File: src/rtl/uart_tx.sv
// 9-bit UART transmitter: start bit, nine data bits LSB first, stop bit(s), with a
// one-word holding register. Define UART_TX_TWO_STOP_EN for two stop bits per frame.
module uart_tx #(
   parameter int CLK_HZ    = 25000000,
   parameter int BAUD_RATE = 9600
) (
   input  logic       clock,
   input  logic       reset_n,
   input  logic       send,
   input  logic [8:0] data,
   output logic       ready,
   output logic       busy,
   output logic       done,
   output logic       tx
);

   localparam int DIV   = CLK_HZ / BAUD_RATE;
   localparam int CNT_W = $clog2(DIV);
   localparam logic [CNT_W-1:0] BAUD_LAST = CNT_W'(DIV - 1);

   localparam logic [1:0] IDLE  = 2'd0;
   localparam logic [1:0] START = 2'd1;
   localparam logic [1:0] DATA  = 2'd2;
   localparam logic [1:0] STOP  = 2'd3;

   logic [1:0]       state, state_d;
   logic [8:0]       hold;
   logic             hold_valid;
   logic [8:0]       shift, shift_d;
   logic [3:0]       bit_cnt, bit_cnt_d;
   logic [CNT_W-1:0] baud_cnt, baud_cnt_d;
   logic             tx_d;
   logic             take_hold;
   logic             baud_last;
   logic             stop_last;

   assign baud_last = (baud_cnt == BAUD_LAST);

`ifdef UART_TX_TWO_STOP_EN
   // Toggles at the end of each stop bit; set means the second stop bit is on the line.
   logic stop_cnt;

   always_ff @(posedge clock or negedge reset_n) begin
      if (!reset_n)
         stop_cnt <= 1'b0;
      else if (state == STOP && baud_last)
         stop_cnt <= ~stop_cnt;
   end

   assign stop_last = stop_cnt;
`else
   assign stop_last = 1'b1;
`endif

   // NOTE: every always_comb output gets a default first, otherwise paths that
   // skip an assignment would infer a latch.
   always_comb begin
      state_d    = state;
      shift_d    = shift;
      bit_cnt_d  = bit_cnt;
      baud_cnt_d = baud_last ? '0 : baud_cnt + 1'b1;
      take_hold  = 1'b0;

      case (state)
         IDLE: begin
            baud_cnt_d = '0;
            if (hold_valid) begin
               state_d   = START;
               shift_d   = hold;
               bit_cnt_d = '0;
               take_hold = 1'b1;
            end
         end
         START: begin
            if (baud_last)
               state_d = DATA;
         end
         DATA: begin
            if (baud_last) begin
               shift_d = {1'b0, shift[8:1]};
               if (bit_cnt == 4'd8) begin
                  state_d   = STOP;
                  bit_cnt_d = '0;
               end else begin
                  bit_cnt_d = bit_cnt + 4'd1;
               end
            end
         end
         STOP: begin
            // A queued word chains straight into the next start bit with no idle gap.
            if (baud_last && stop_last) begin
               if (hold_valid) begin
                  state_d   = START;
                  shift_d   = hold;
                  bit_cnt_d = '0;
                  take_hold = 1'b1;
               end else begin
                  state_d = IDLE;
               end
            end
         end
         default: begin
            state_d    = IDLE;
            baud_cnt_d = '0;
         end
      endcase
   end

   always_comb begin
      case (state_d)
         START:   tx_d = 1'b0;
         DATA:    tx_d = shift_d[0];
         default: tx_d = 1'b1;
      endcase
   end

   // NOTE: sequential state uses non-blocking assignments so every register
   // samples the pre-edge values, independent of statement order.
   always_ff @(posedge clock or negedge reset_n) begin
      if (!reset_n) begin
         state    <= IDLE;
         shift    <= '0;
         bit_cnt  <= '0;
         baud_cnt <= '0;
         tx       <= 1'b1;
      end else begin
         state    <= state_d;
         shift    <= shift_d;
         bit_cnt  <= bit_cnt_d;
         baud_cnt <= baud_cnt_d;
         tx       <= tx_d;
      end
   end

   // NOTE: the holding data register is reset along with its valid flag; it is a
   // single word, so the reset costs nothing and keeps every state deterministic.
   always_ff @(posedge clock or negedge reset_n) begin
      if (!reset_n) begin
         hold       <= '0;
         hold_valid <= 1'b0;
      end else if (take_hold) begin
         hold_valid <= 1'b0;
      end else if (send && !hold_valid) begin
         hold       <= data;
         hold_valid <= 1'b1;
      end
   end

   assign ready = !hold_valid;
   assign busy  = (state != IDLE);
   assign done  = (state == STOP) && baud_last && stop_last;

endmodule

File: config.mk
export PLATFORM = sky130hd
export DESIGN_NAME = uart_tx
export DESIGN_NICKNAME = d
export VERILOG_FILES = /design/src/rtl/uart_tx.sv
export SDC_FILE = /design/constraint.sdc
export NUM_CORES = 1
export LEC_CHECK = 0
export ABC_AREA = 0
export BUFFER_PORTS_ARGS = -buffer_cell sky130_fd_sc_hd__buf_2
export CAP_MARGIN = 20
export CORE_UTILIZATION = 59
export DETAILED_ROUTE_END_ITERATION = 8
export PLACE_DENSITY_LB_ADDON = 0.08
export SLEW_MARGIN = 0
export SYNTH_ARGS = -nofsm -noshare
export SYNTH_HDL_FRONTEND = slang
export SYNTH_SLANG_ARGS = --single-unit
File: constraint.sdc
create_clock -name clock -period 2.4 [get_ports clock]
set_clock_uncertainty 0.1 [all_clocks]
set_input_delay 0.48 -clock clock [delete_from_list [all_inputs] [get_ports clock]]
set_output_delay 0.48 -clock clock [all_outputs]
set_load 0.1 [all_outputs]
## Yosys cells after proc, flatten, opt, wreduce, memory -nomap -nowiden

Index checks and enable logic that the tools add are counted.

- Logic and storage cells: 53
- Input port bits: 12
- Output and inout port bits: 4
- Register bits: 38

- Bitwise gates (word level): 1
- Add/subtract/negate cells: 2
- Equal/unequal tests: 9
- Reductions and logical operators: 9
- Mux-type cells: 24

Operators by type and width:

| cell | number |
|---|---|
| $mux 9 | 3 |
| $pmux 9 s3 | 1 |
| $mux 12 | 2 |
| $mux 4 | 4 |
| $add 12x1->12 const B | 1 |
| $eq 12x12->1 const B | 1 |
| $pmux 4 s3 | 1 |
| $mux 2 | 5 |
| $pmux 2 s4 | 1 |
| $eq 2x2->1 const B | 3 |
| $mux 1 | 5 |
| $add 4x1->4 const B | 1 |
| $eq 2x1->1 const B | 2 |
| $eq 4x4->1 const B | 1 |
| $ne 2x2->1 const B | 2 |
| $pmux 1 s2 | 2 |
| $reduce_bool 2->1 | 2 |
| $reduce_and 3->1 | 1 |
| $reduce_bool 3->1 | 1 |
| $logic_and 1x1->1 | 2 |
| $logic_not 2->1 | 1 |
| $reduce_and 2->1 | 1 |
| $logic_not 1->1 | 1 |
| $not 1->1 | 1 |

## Depth between registers and ports, before layout

Gate-level depths: netlist of run 1.

- Depth in word-level cells: 6
- Mapped depth: 8
- Gate-level depth less buffers: 8

## Least setup slack after synthesis of run 1

OpenSTA, ideal clock, no wires.

- Path kind: flip-flop to flip-flop
- From: reg state[1]
- To: reg tx
- Cell stages (with the launch flop): 9
- Path slack: -0.072 ns
- Period minus slack after synthesis: 2.472 ns
- Buffers on the path: 1
- Data required time: 2.214 ns
- Arrival time: 2.286 ns
- Setup time: 0.086 ns
- Path through: dfrtp_1 -> inv_1 -> ha_1 -> clkbuf_1 -> inv_1 -> nor2_1 -> a211o_2 -> nor3_1 -> a21oi_1

- Word-level cells in the longest chain between the ends: 5
- Elaborated cells on any way between the ends: 14
- Classes of those cells: 5 x eq/ne; 8 x mux; 1 x reduce/logical

Ends and longest elaborated chain:

| item | line | RTL |
|---|---|---|
| from (decl) | 26 | `logic [1:0] state, state_d;` |
| from (signal assigned) | 127 | `state <= state_d;` |
| $mux 2 | 81 | `if (bit_cnt == 4'd8) begin` |
| $mux 2 | 79 | `if (baud_last) begin` |
| $pmux 2 s4 | 64 | `case (state)` |
| $eq 2x2->1 or $eq 2x1->1 (tied branches) | 110 | `case (state_d)` |
| $pmux 1 s2 * | 110 |  |
| named net tx_d | 32 | `logic tx_d;` |
| to (signal assigned) | 131 | `tx <= tx_d;` |
| to (decl) | 14 | `output logic tx` |

Mark *: on every way through the listed nets, which the timed path passes. The rest lies on a longest branch.
A chain may end at the register's enable or synchronous reset.

## Worst setup path after layout of run 1

- From: reg baud_cnt[0]
- To: out done

- Word-level cells in the longest chain between the ends: 2

Ends and longest elaborated chain:

| item | line | RTL |
|---|---|---|
| from (decl) | 31 | `logic [CNT_W-1:0] baud_cnt, baud_cnt_d;` |
| from (signal assigned) | 130 | `baud_cnt <= baud_cnt_d;` |
| $eq 12x12->1 | 37 | `assign baud_last = (baud_cnt == BAUD_LAST);` |
| $logic_and 1x1->1 | 151 | `assign done = (state == STOP) && baud_last && stop_last;` |
| to (decl) | 13 | `output logic done,` |

No other way between the ends.

==> reports/qor.yml, run 1 <==
drt:
  viasPerCell: 5.72
  routedWlPerCell_um: 14.1
  dr.pass1.iters: 5
  drt-total-wl_um: 3760
  drt-initial-drc-count: 68
  vias: 1526
  ant_nets: 0
  drc: 0
logic_synthesis:
  synth_cells: 205
  yosysTopAreaCellShare_pct: 44.2
  synth_edf_count: 0
  yosysWarnings: 0
  yosysMostFrequentCell: "dfrtp_1"
  synth_commonest_cells: "dfrtp_1 (37), nor2_1 (25), nand2_1 (19), a21oi_1 (11)"
  ys_seq_area_share_pct: 45.5
  syn_area_sq_mm: 0.00209
  synthTopCellsByArea: "dfrtp_1 (44%), mux2_2 (4.8%), ha_1 (4.8%)"
  synth.distinct_cells: 43
  avgSynthCellArea_sq_um: 10.2
  syn-num-nets: 225
  synthFlopType: "dfrtp_1"
  ys_ff_latch: 38
  synth_largest_area_cell: "dfrtp_1"
  async_flop_share_pct: 100
setup_path:
  crit_path_start_kind: "flip-flop"
  cp.arrival_ns: 1.74
  end_kind: "primary output"
  required_ns: 1.82
  crit_type: "flip-flop to primary output"
  rr_startpoint: "state[1]"
  crit_start: "baud_cnt[0]"
  critical_path.max_fanout: 3
timing:
  slew_headroom_pct: 44.4
  rsz0062_at_grt: "false"
  setup_viol: 0
  tns_ns: 0
  final.setup.worst_slack_ns: 0.0784
  finalMaxSlewViolations: 0
  fin_crit_ns: 2.32
  fin_crit_sh_pct: 96.7
  whs_ns: 0.129
  max_freq_ghz: 0.431
  hold_viol: 0
  tightestPinTransition_ns: 0.834
global_routing:
  grt_pass1_wl_um: 6220
  overflow: 0
  grt_pass1_vias: 1405
  grt_max_degree: 39
  grt_use_total_pct: 22.9
  antenna_found_initial: 0
floorplan:
  rows: 21
  initial_utilization_pct: 62.2
  dieWidth_um: 61.6
  coreArea_sq_mm: 0.00336
  die_area_sq_mm: 0.00379
  fp.dieH_um: 61.6
  io_pins: 16
clock_tree:
  htreeDepth: 2
  numCtsBuffers: 5
  cts.sink_count: 38
  cts_root_buf: "clkbuf_4"
  cts_max_path_buffers: 2
  holdBufCountCts: 0
  clk_latency_ns: 0.34
  cts_tree: "built"
  path_clk_slew_ns: 0.11
power:
  power.clock.fraction_pct: 25.4
  p_leak_uw: 0.00108
  p_switching_uw: 313
  p_seq_share_pct: 61.9
  ir_drop_v: 0.000464
  sw_frac_of_total_pct: 25.8
  p_int_uw: 898
  p_per_area_mw_per_mm2: 531
  p_comb_share_pct: 12.6
run:
  cap_violations: 0
hold_path:
  min_path_type: "input pin to asynchronous set/reset pin"
final_layout:
  utilization_pct: 67.8
  layout-drive-gt1-share_pct: 24.0
  nNetsFinal: 241
  fill_cells: 297
  syn_to_final_growth_pct: 8.97
  diodes: 0
placed_design:
  place.gp.congestion: 0.859
  dp_slack_ns: 0.309
  io_buffers: 15
  place_hpwl_um: 2610
run_status:
  outcome: "completed"
[through the flow]
| step | total power [uW] | instance area, sq um | std cells |
|---|---|---|---|
| floorplan | 869 | 2090 | 205 |
| global placement | 911 | 2220 | 259 |
| detailed placement | 920 | 2220 | 259 |
| CTS | 1230 | 2270 | 267 |
| global route | 1280 | 2280 | 267 |
| finish | 1210 | 2280 | 267 |
[what timing repair did]
item,4_1_cts,5_1_grt
setup endpoints to repair,2,2
pin swaps,0,0
gates resized for setup,1,2
setup buffers,1,0
[layout make-up]
cell class / count / area [sq um] / share of cell area [%]
sequential: 38 / 952 / 41.7
inverter: 9 / 33.8 / 1.48
clock inverter: 2 / 10.0 / 0.439
timing repair buffer: 20 / 134 / 5.87
tap: 46 / 57.6 / 2.52
clock buffer: 5 / 37.5 / 1.65
multi-input combinational: 147 / 1060 / 46.3
[power by group through the flow]
stage | logic [uW] | clock network [uW] | registers [uW]
after floorplan | 125 | 0 | 745
after global placement | 149 | 0 | 762
after detailed placement | 155 | 0 | 765
after CTS | 155 | 321 | 752
after global routing | 171 | 345 | 760
final | 153 | 308 | 750
[final timing paths]
kind                               end  cells past startpoint  slack [ns]
max in group asynchronous  baud_cnt[1]                      1        1.55
min reg2reg                   shift[7]                      2        0.42
max                               done                      5        0.08
min                           shift[0]                      1        0.13
min in group clock             hold[8]                      2        0.26
max reg2reg                         tx                      7        0.32
[flip-flops by register name (all words and copies together), names as in the netlist]
| register | cells |
|---|---|
| bit_cnt | 4 |
| tx | 1 |
| shift | 9 |
| hold | 9 |
| state | 2 |
| baud_cnt | 12 |
| hold_valid | 1 |
[cell families (layout without fill, tap and decap cells)]
logic type	Yosys count	count (layout)	synth area share, %
and+or+nand+nor	72	72	17.6
AOI/OAI and AO/OA	41	41	15.5
DFF	38	38	45.5
buffers and inverters	20	36	4.24
muxes	16	16	8.19
xor gates and xnor gates	10	10	4.18
adders and majority gates	8	8	4.78
[worst max-delay path, stage by stage (launching register included)]
cell and delay [ns]:
dfrtp_1 0.41, ha_2 0.22, and4b_1 0.21, and3_1 0.20
and2_2 0.21, buf_12 0.16
[routing by layer]
metal  vias up  part of all wire, %  global-route usage [%]
li1        743                    -                       -
met1       729                   42                    28.0
met2        42                   52                    38.9
met3        12                  3.8                    5.04
met4         0                  2.1                    9.84
met5         -                    0                       0
[layout by cell type (no fill, tap or decap), types with 2 or more instances in the layout]
master,instances
dfrtp_1,37
nor2_1,25
nand2_1,19
buf_2,13
a21oi_1,11
inv_1,9
mux2_2,9
o31ai_1,9
mux2i_1,7
ha_1,7
nand3_1,6
xor2_1,6
and3_1,5
o21ai_0,5
clkbuf_4,5
buf_4,5
xnor2_1,4
nand2b_1,3
o21ai_1,3
o41ai_1,2
and3_2,2
o211ai_1,2
nor3_1,2
nor2b_1,2
a21oi_4,2
clkinv_2,2
Note: power is estimated with default switching activity, not from simulation.
==> inputs of run 2 (changes only) <==
--- a/constraint.sdc
+++ b/constraint.sdc
@@ -3,3 +3,3 @@
 set_input_delay 0.48 -clock clock [delete_from_list [all_inputs] [get_ports clock]]
 set_output_delay 0.48 -clock clock [all_outputs]
-set_load 0.1 [all_outputs]
+set_load 0.05 [all_outputs]
==> run 2 against run 1 <==
Effect of this change:
- setup slack better by 0.024 ns
- hold slack worse by 0.014 ns
- non-clock buffer count is 1 lower
- highest routed layer unchanged
- fmax is 1.0% higher
- core utilization is 0.33 points lower
- critical path depth stayed put
==> reports/qor.yml, run 2 (same netlist as run 1, synthesis figures left out) <==
run_status:
  outcome: "completed"
power:
  p_comb_share_pct: 11.9  # -0.7 points
  sw_frac_of_total_pct: 24.7  # -1.1 points
  p_int_uw: 938  # +4.4%
  p_seq_share_pct: 60.4  # -1.5 points
  p_leak_uw: 0.00107  # -1.2%
  power.clock.fraction_pct: 27.7  # +2.3 points
  p_switching_uw: 308  # -1.6%
  ir_drop_v: 0.000413  # -11%
  p_per_area_mw_per_mm2: 549  # +3.4%
floorplan:
  initial_utilization_pct: 62.2  # unchanged
  coreArea_sq_mm: 0.00336  # unchanged
  io_pins: 16  # unchanged
  rows: 21  # unchanged
  die_area_sq_mm: 0.00379  # unchanged
  fp.dieH_um: 61.6  # unchanged
  dieWidth_um: 61.6  # unchanged
drt:
  ant_nets: 0  # unchanged
  drt-initial-drc-count: 79  # +16%
  dr.pass1.iters: 5  # unchanged
  drt-total-wl_um: 3830  # +1.9%
  vias: 1503  # -1.5%
  viasPerCell: 5.63  # -1.5%
  drc: 0  # unchanged
  routedWlPerCell_um: 14.3  # +1.9%
setup_path:
  critical_path.max_fanout: 4  # +1
  timing.rr.end: "tx"
  crit_type: "flip-flop to primary output"
  reg2reg_slack_ns: 0.26  # -0.06 ns
  rr_worst_depth: 6  # -1
  crit_path_start_kind: "flip-flop"
  end_kind: "primary output"
  cp.arrival_ns: 1.72  # -0.02 ns
  rr_startpoint: "state[0]"
  required_ns: 1.82  # about the same
timing:
  fin_crit_sh_pct: 95.8  # -0.98 points
  rsz0062_at_grt: "false"
  tns_ns: 0  # unchanged
  hold_viol: 0  # unchanged
  max_freq_ghz: 0.435  # +1.0%
  fin_crit_ns: 2.30  # -0.0235 ns
  setup_viol: 0  # unchanged
  tightestPinTransition_ns: 0.819  # -0.0147 ns
  finalMaxSlewViolations: 0  # unchanged
  slew_headroom_pct: 45.4  # +0.98 points
clock_tree:
  holdBufCountCts: 0  # unchanged
  cts_tree: "built"
  clk_latency_ns: 0.34  # about the same
  htreeDepth: 2  # unchanged
  path_clk_slew_ns: 0.12  # about the same
  cts.sink_count: 38  # unchanged
  cts_root_buf: "clkbuf_4"
  numCtsBuffers: 5  # unchanged
  cts_max_path_buffers: 2  # unchanged
global_routing:
  overflow: 0  # unchanged
  grt_pass1_vias: 1481  # +5.4%
  grt_pass1_wl_um: 6370  # +2.4%
  grt_max_degree: 39  # unchanged
  grt_use_total_pct: 23.2  # +0.29 points
  antenna_found_initial: 0  # unchanged
placed_design:
  dp_cells: 258  # -0.39%
  place_hpwl_um: 2710  # +3.8%
  io_buffers: 15  # unchanged
  place.gp.congestion: 0.797  # -7.2%
final_layout:
  syn_to_final_growth_pct: 8.43
  nNetsFinal: 240  # -0.41%
  diodes: 0  # unchanged
  layout-drive-gt1-share_pct: 23.5  # -0.45 points
  final_cell_mix: "dfrtp_1 (37), nor2_1 (25), nand2_1 (19), buf_2 (14), a21oi_1 (11)"
  finalNonFillerCells: 267  # unchanged
  regMostFlops: "baud_cnt"
  final_common_cell: "dfrtp_1"
  reg_top3: "baud_cnt (12), hold (9), shift (9)"
  largest_register_ffs: 12  # unchanged
hold_path:
  min_path_type: "input pin to asynchronous set/reset pin"
run:
  cap_violations: 0  # unchanged
run 2: cell types whose count changed in the layout (fill, tap and decap cells not counted), moves of 2 or more:
cell      previous run  this run
ha_2                 1         3
clkbuf_1             0         2
ha_1                 7         5
clkinv_2             2         0
run 2: power by group through the flow:
| stage | Combinational (uW) | Clock (uW) | Sequential, uW |
|---|---|---|---|
| global route | 163 | 382 | 763 |
| floorplan | 119 | 0 | 745 |
| global placement | 145 | 0 | 762 |
| finish | 148 | 345 | 752 |
| detailed placement | 151 | 0 | 767 |
| CTS | 152 | 357 | 754 |
run 2: worst max path at each step:
stage	start	endpoint	cells after the start	slack, ns
2_1_floorplan	state[1]	tx	8	0.23
3_3_place_gp	state[1]	busy	4	0.36
3_5_place_dp	state[1]	tx	7	0.29
4_1_cts	baud_cnt[0]	done	5	0.05
5_1_grt	state[1]	busy	4	0.02
6_report	baud_cnt[0]	done	5	0.10
run 2: what timing repair did:
item                       4_1_cts  5_1_grt
cloned                           0        0
gates resized for setup          1        4
setup endpoints to repair        1        1
setup buffers                    0        1
run 2: area by class of cell:
| class | count | area [sq um] |
|---|---|---|
| multi-input cells | 147 | 1060 |
| fillers | 286 | 1090 |
| flip-flops and latches | 38 | 952 |
| clock buffers | 8 | 58.8 |
| inverters | 9 | 33.8 |
| repair buffers | 19 | 108 |
| well taps | 46 | 57.6 |
run 2: routing by layer:
metal	vias to the layer above	wire length [um]	track usage [%]
li1	739	-	-
met1	740	1730	27.4
met2	19	1960	41.0
met3	5	93	4.62
met4	0	48	9.52
met5	-	0	0
run 2: critical path, stage by stage (launching register included):
cell	delay (ns)
dfrtp_1	0.43
ha_2	0.22
and4b_1	0.19
and3_1	0.20
and2_1	0.16
buf_4	0.19
run 2: stage by stage:
step | util (%) | cell area (sq um) | setup WS, ns | power, uW | hold slack, ns
global placement | 65.2 | 2190 | 0.358 | 907 | 0.358
global route | 67.5 | 2270 | 0.0155 | 1310 | 0.177
CTS | 67.0 | 2250 | 0.0458 | 1260 | 0.153
finish | 67.5 | 2270 | 0.102 | 1250 | 0.115
detailed placement | 65.2 | 2190 | 0.286 | 918 | 0.385
floorplan | - | 2090 | 0.233 | 864 | 0.0844
==> inputs of run 3 (changes only) <==
- clock period: 2.4 -> 2.5 ns (I/O delays scaled with it)
==> run 3 against run 2 <==
Effect of this change:
- combinational power shrank 5%
- largest power group unchanged
- global-route usage is 0.48 points higher
- die area unchanged
- register-to-register slack better by 0.17 ns
- clock power is 11% lower
- highest routed layer unchanged
- sequential power fell by 3.9%
- flip-flop and latch count unchanged
==> reports/qor.yml, run 3 (same netlist as run 1, synthesis figures left out) <==
drt:
  drc: 0  # unchanged
  dr.pass1.iters: 4  # -1
  viasPerCell: 5.66  # +0.58%
  routedWlPerCell_um: 14.2  # -0.65%
  drt-initial-drc-count: 59  # -25%
  ant_nets: 0  # unchanged
  drt-total-wl_um: 3790  # -1.0%
  vias: 1506  # +0.20%
timing:
  tns_ns: 0  # unchanged
  hold_viol: 0  # unchanged
  max_freq_ghz: 0.417
  tightestPinTransition_ns: 0.832  # +0.0129 ns
  whs_ns: 0.135  # +0.0203 ns
  setup_viol: 0  # unchanged
  fin_crit_ns: 2.40
  fin_crit_sh_pct: 96.0
  rsz0062_at_grt: "false"
  finalMaxSlewViolations: 0  # unchanged
  slew_headroom_pct: 44.5  # -0.86 points
final_layout:
  syn_to_final_growth_pct: 7.35
  final_common_cell: "dfrtp_1"
  layout-drive-gt1-share_pct: 21.8  # -1.7 points
  nNetsFinal: 239  # -0.42%
  regMostFlops: "baud_cnt"
  diodes: 0  # unchanged
  multi_input_area_sq_mm: 0.00105  # -0.47%
  largest_register_ffs: 12  # unchanged
  utilization_pct: 66.8  # -0.67 points
  reg_top3: "baud_cnt (12), hold (9), shift (9)"
  seqCellArea_sq_um: 952  # unchanged
  fill_cells: 295  # +3.1%
  final_cell_mix: "dfrtp_1 (37), nor2_1 (25), nand2_1 (19), buf_2 (14), a21oi_1 (11)"
clock_tree:
  numCtsBuffers: 5  # unchanged
  htreeDepth: 2  # unchanged
  path_clk_slew_ns: 0.11  # about the same
  cts.sink_count: 38  # unchanged
  cts_tree: "built"
  cts_root_buf: "clkbuf_4"
  cts_setup_buffers: 0  # unchanged
  clk_latency_ns: 0.35  # about the same
  cts_max_path_buffers: 2  # unchanged
  holdBufCountCts: 0  # unchanged
floorplan:
  fp.dieH_um: 61.6  # unchanged
  coreArea_sq_mm: 0.00336  # unchanged
  dieWidth_um: 61.6  # unchanged
  die_area_sq_mm: 0.00379  # unchanged
  rows: 21  # unchanged
  io_pins: 16  # unchanged
  initial_utilization_pct: 62.2  # unchanged
global_routing:
  grt_max_degree: 39  # unchanged
  overflow: 0  # unchanged
  grt_use_met2_pct: 38.6  # -2.5 points
  antenna_found_initial: 0  # unchanged
  grt_pass1_vias: 1430  # -3.4%
  grt_use_total_pct: 23.7  # +0.48 points
  grt_util_met1_pct: 30.1  # +2.6 points
  grt_pass1_wl_um: 6490  # +1.9%
  grt_busiest_layer: "met2"
  use_met3_pct: 4.41  # -0.21 points
power:
  ir_drop_v: 0.000370  # -10%
  p_per_area_mw_per_mm2: 521  # -5.1%
  p_leak_uw: 0.00106  # -0.72%
setup_path:
  cp.arrival_ns: 1.80  # +0.08 ns
  crit_path_start_kind: "flip-flop"
  crit_type: "flip-flop to primary output"
  critical_path.max_fanout: 4  # unchanged
  rr_worst_depth: 8  # +2
  end_kind: "primary output"
  required_ns: 1.90  # +0.08 ns
placed_design:
  place_hpwl_um: 2660  # -1.8%
  io_buffers: 15  # unchanged
  place.gp.congestion: 0.777  # -2.5%
run_status:
  outcome: "completed"
run:
  cap_violations: 0  # unchanged
hold_path:
  min_path_type: "input pin to asynchronous set/reset pin"
-- run 3: changes by cell type in the layout (fill, tap and decap cells not counted), sizes merged --
| cell | change |
|---|---|
| clkbuf | +1 |
| buf | -2 |
-- run 3: worst paths after layout --
| check | startpoint | endpoint | slack, ns |
|---|---|---|---|
| min in group clock | data[7] | hold[7] | 0.28 |
| min | reset_n | baud_cnt[10] | 0.13 |
| max | baud_cnt[0] | done | 0.10 |
| min reg2reg | baud_cnt[0] | baud_cnt[0] | 0.40 |
| max in group asynchronous | reset_n | shift[1] | 1.63 |
| max reg2reg | baud_cnt[0] | shift[8] | 0.43 |
-- run 3: metrics by stage --
step                      area (sq um)  setup slack [ns]  total power (uW)  instances
after floorplan                   2090             0.333               829        205
after global placement            2190             0.440               870        258
after detailed placement          2190             0.391               879        258
after CTS                         2240            0.0916              1190        266
after global routing              2250            0.0122              1230        266
final                             2250             0.101              1170        266
-- run 3: area by class of cell --
cell class	instances	share of cell area [%]
Clock buffer	8	2.17
Inverter	9	1.50
Multi-Input combinational cell	147	46.9
Sequential cell	38	42.4
Tap cell	46	2.56
Timing Repair Buffer	18	4.45
-- run 3: power by group --
part	switching (uW)	internal (uW)	total, uW
clock	195	112	307
sequential	43.6	679	723
combinational	58.2	82.3	141
-- run 3: repair_timing --
action | 4_1_cts | 5_1_grt
gates resized for setup | 1 | 1
hold endpoints to repair | 0 | 0
setup endpoints to repair | 1 | 1
-- run 3: layer usage --
layer / vias to the layer above / wire, um
met3: 5 / 103
met2: 23 / 1870
li1: 749 / -
met1: 729 / 1760
met4: 0 / 51
met5: - / 0
-- run 3: worst max-delay path, stage by stage (launching register included) --
cell      delay, ns
dfrtp_1        0.43
ha_1           0.25
and4b_1        0.21
and3_1         0.20
and2_1         0.16
clkbuf_4       0.21
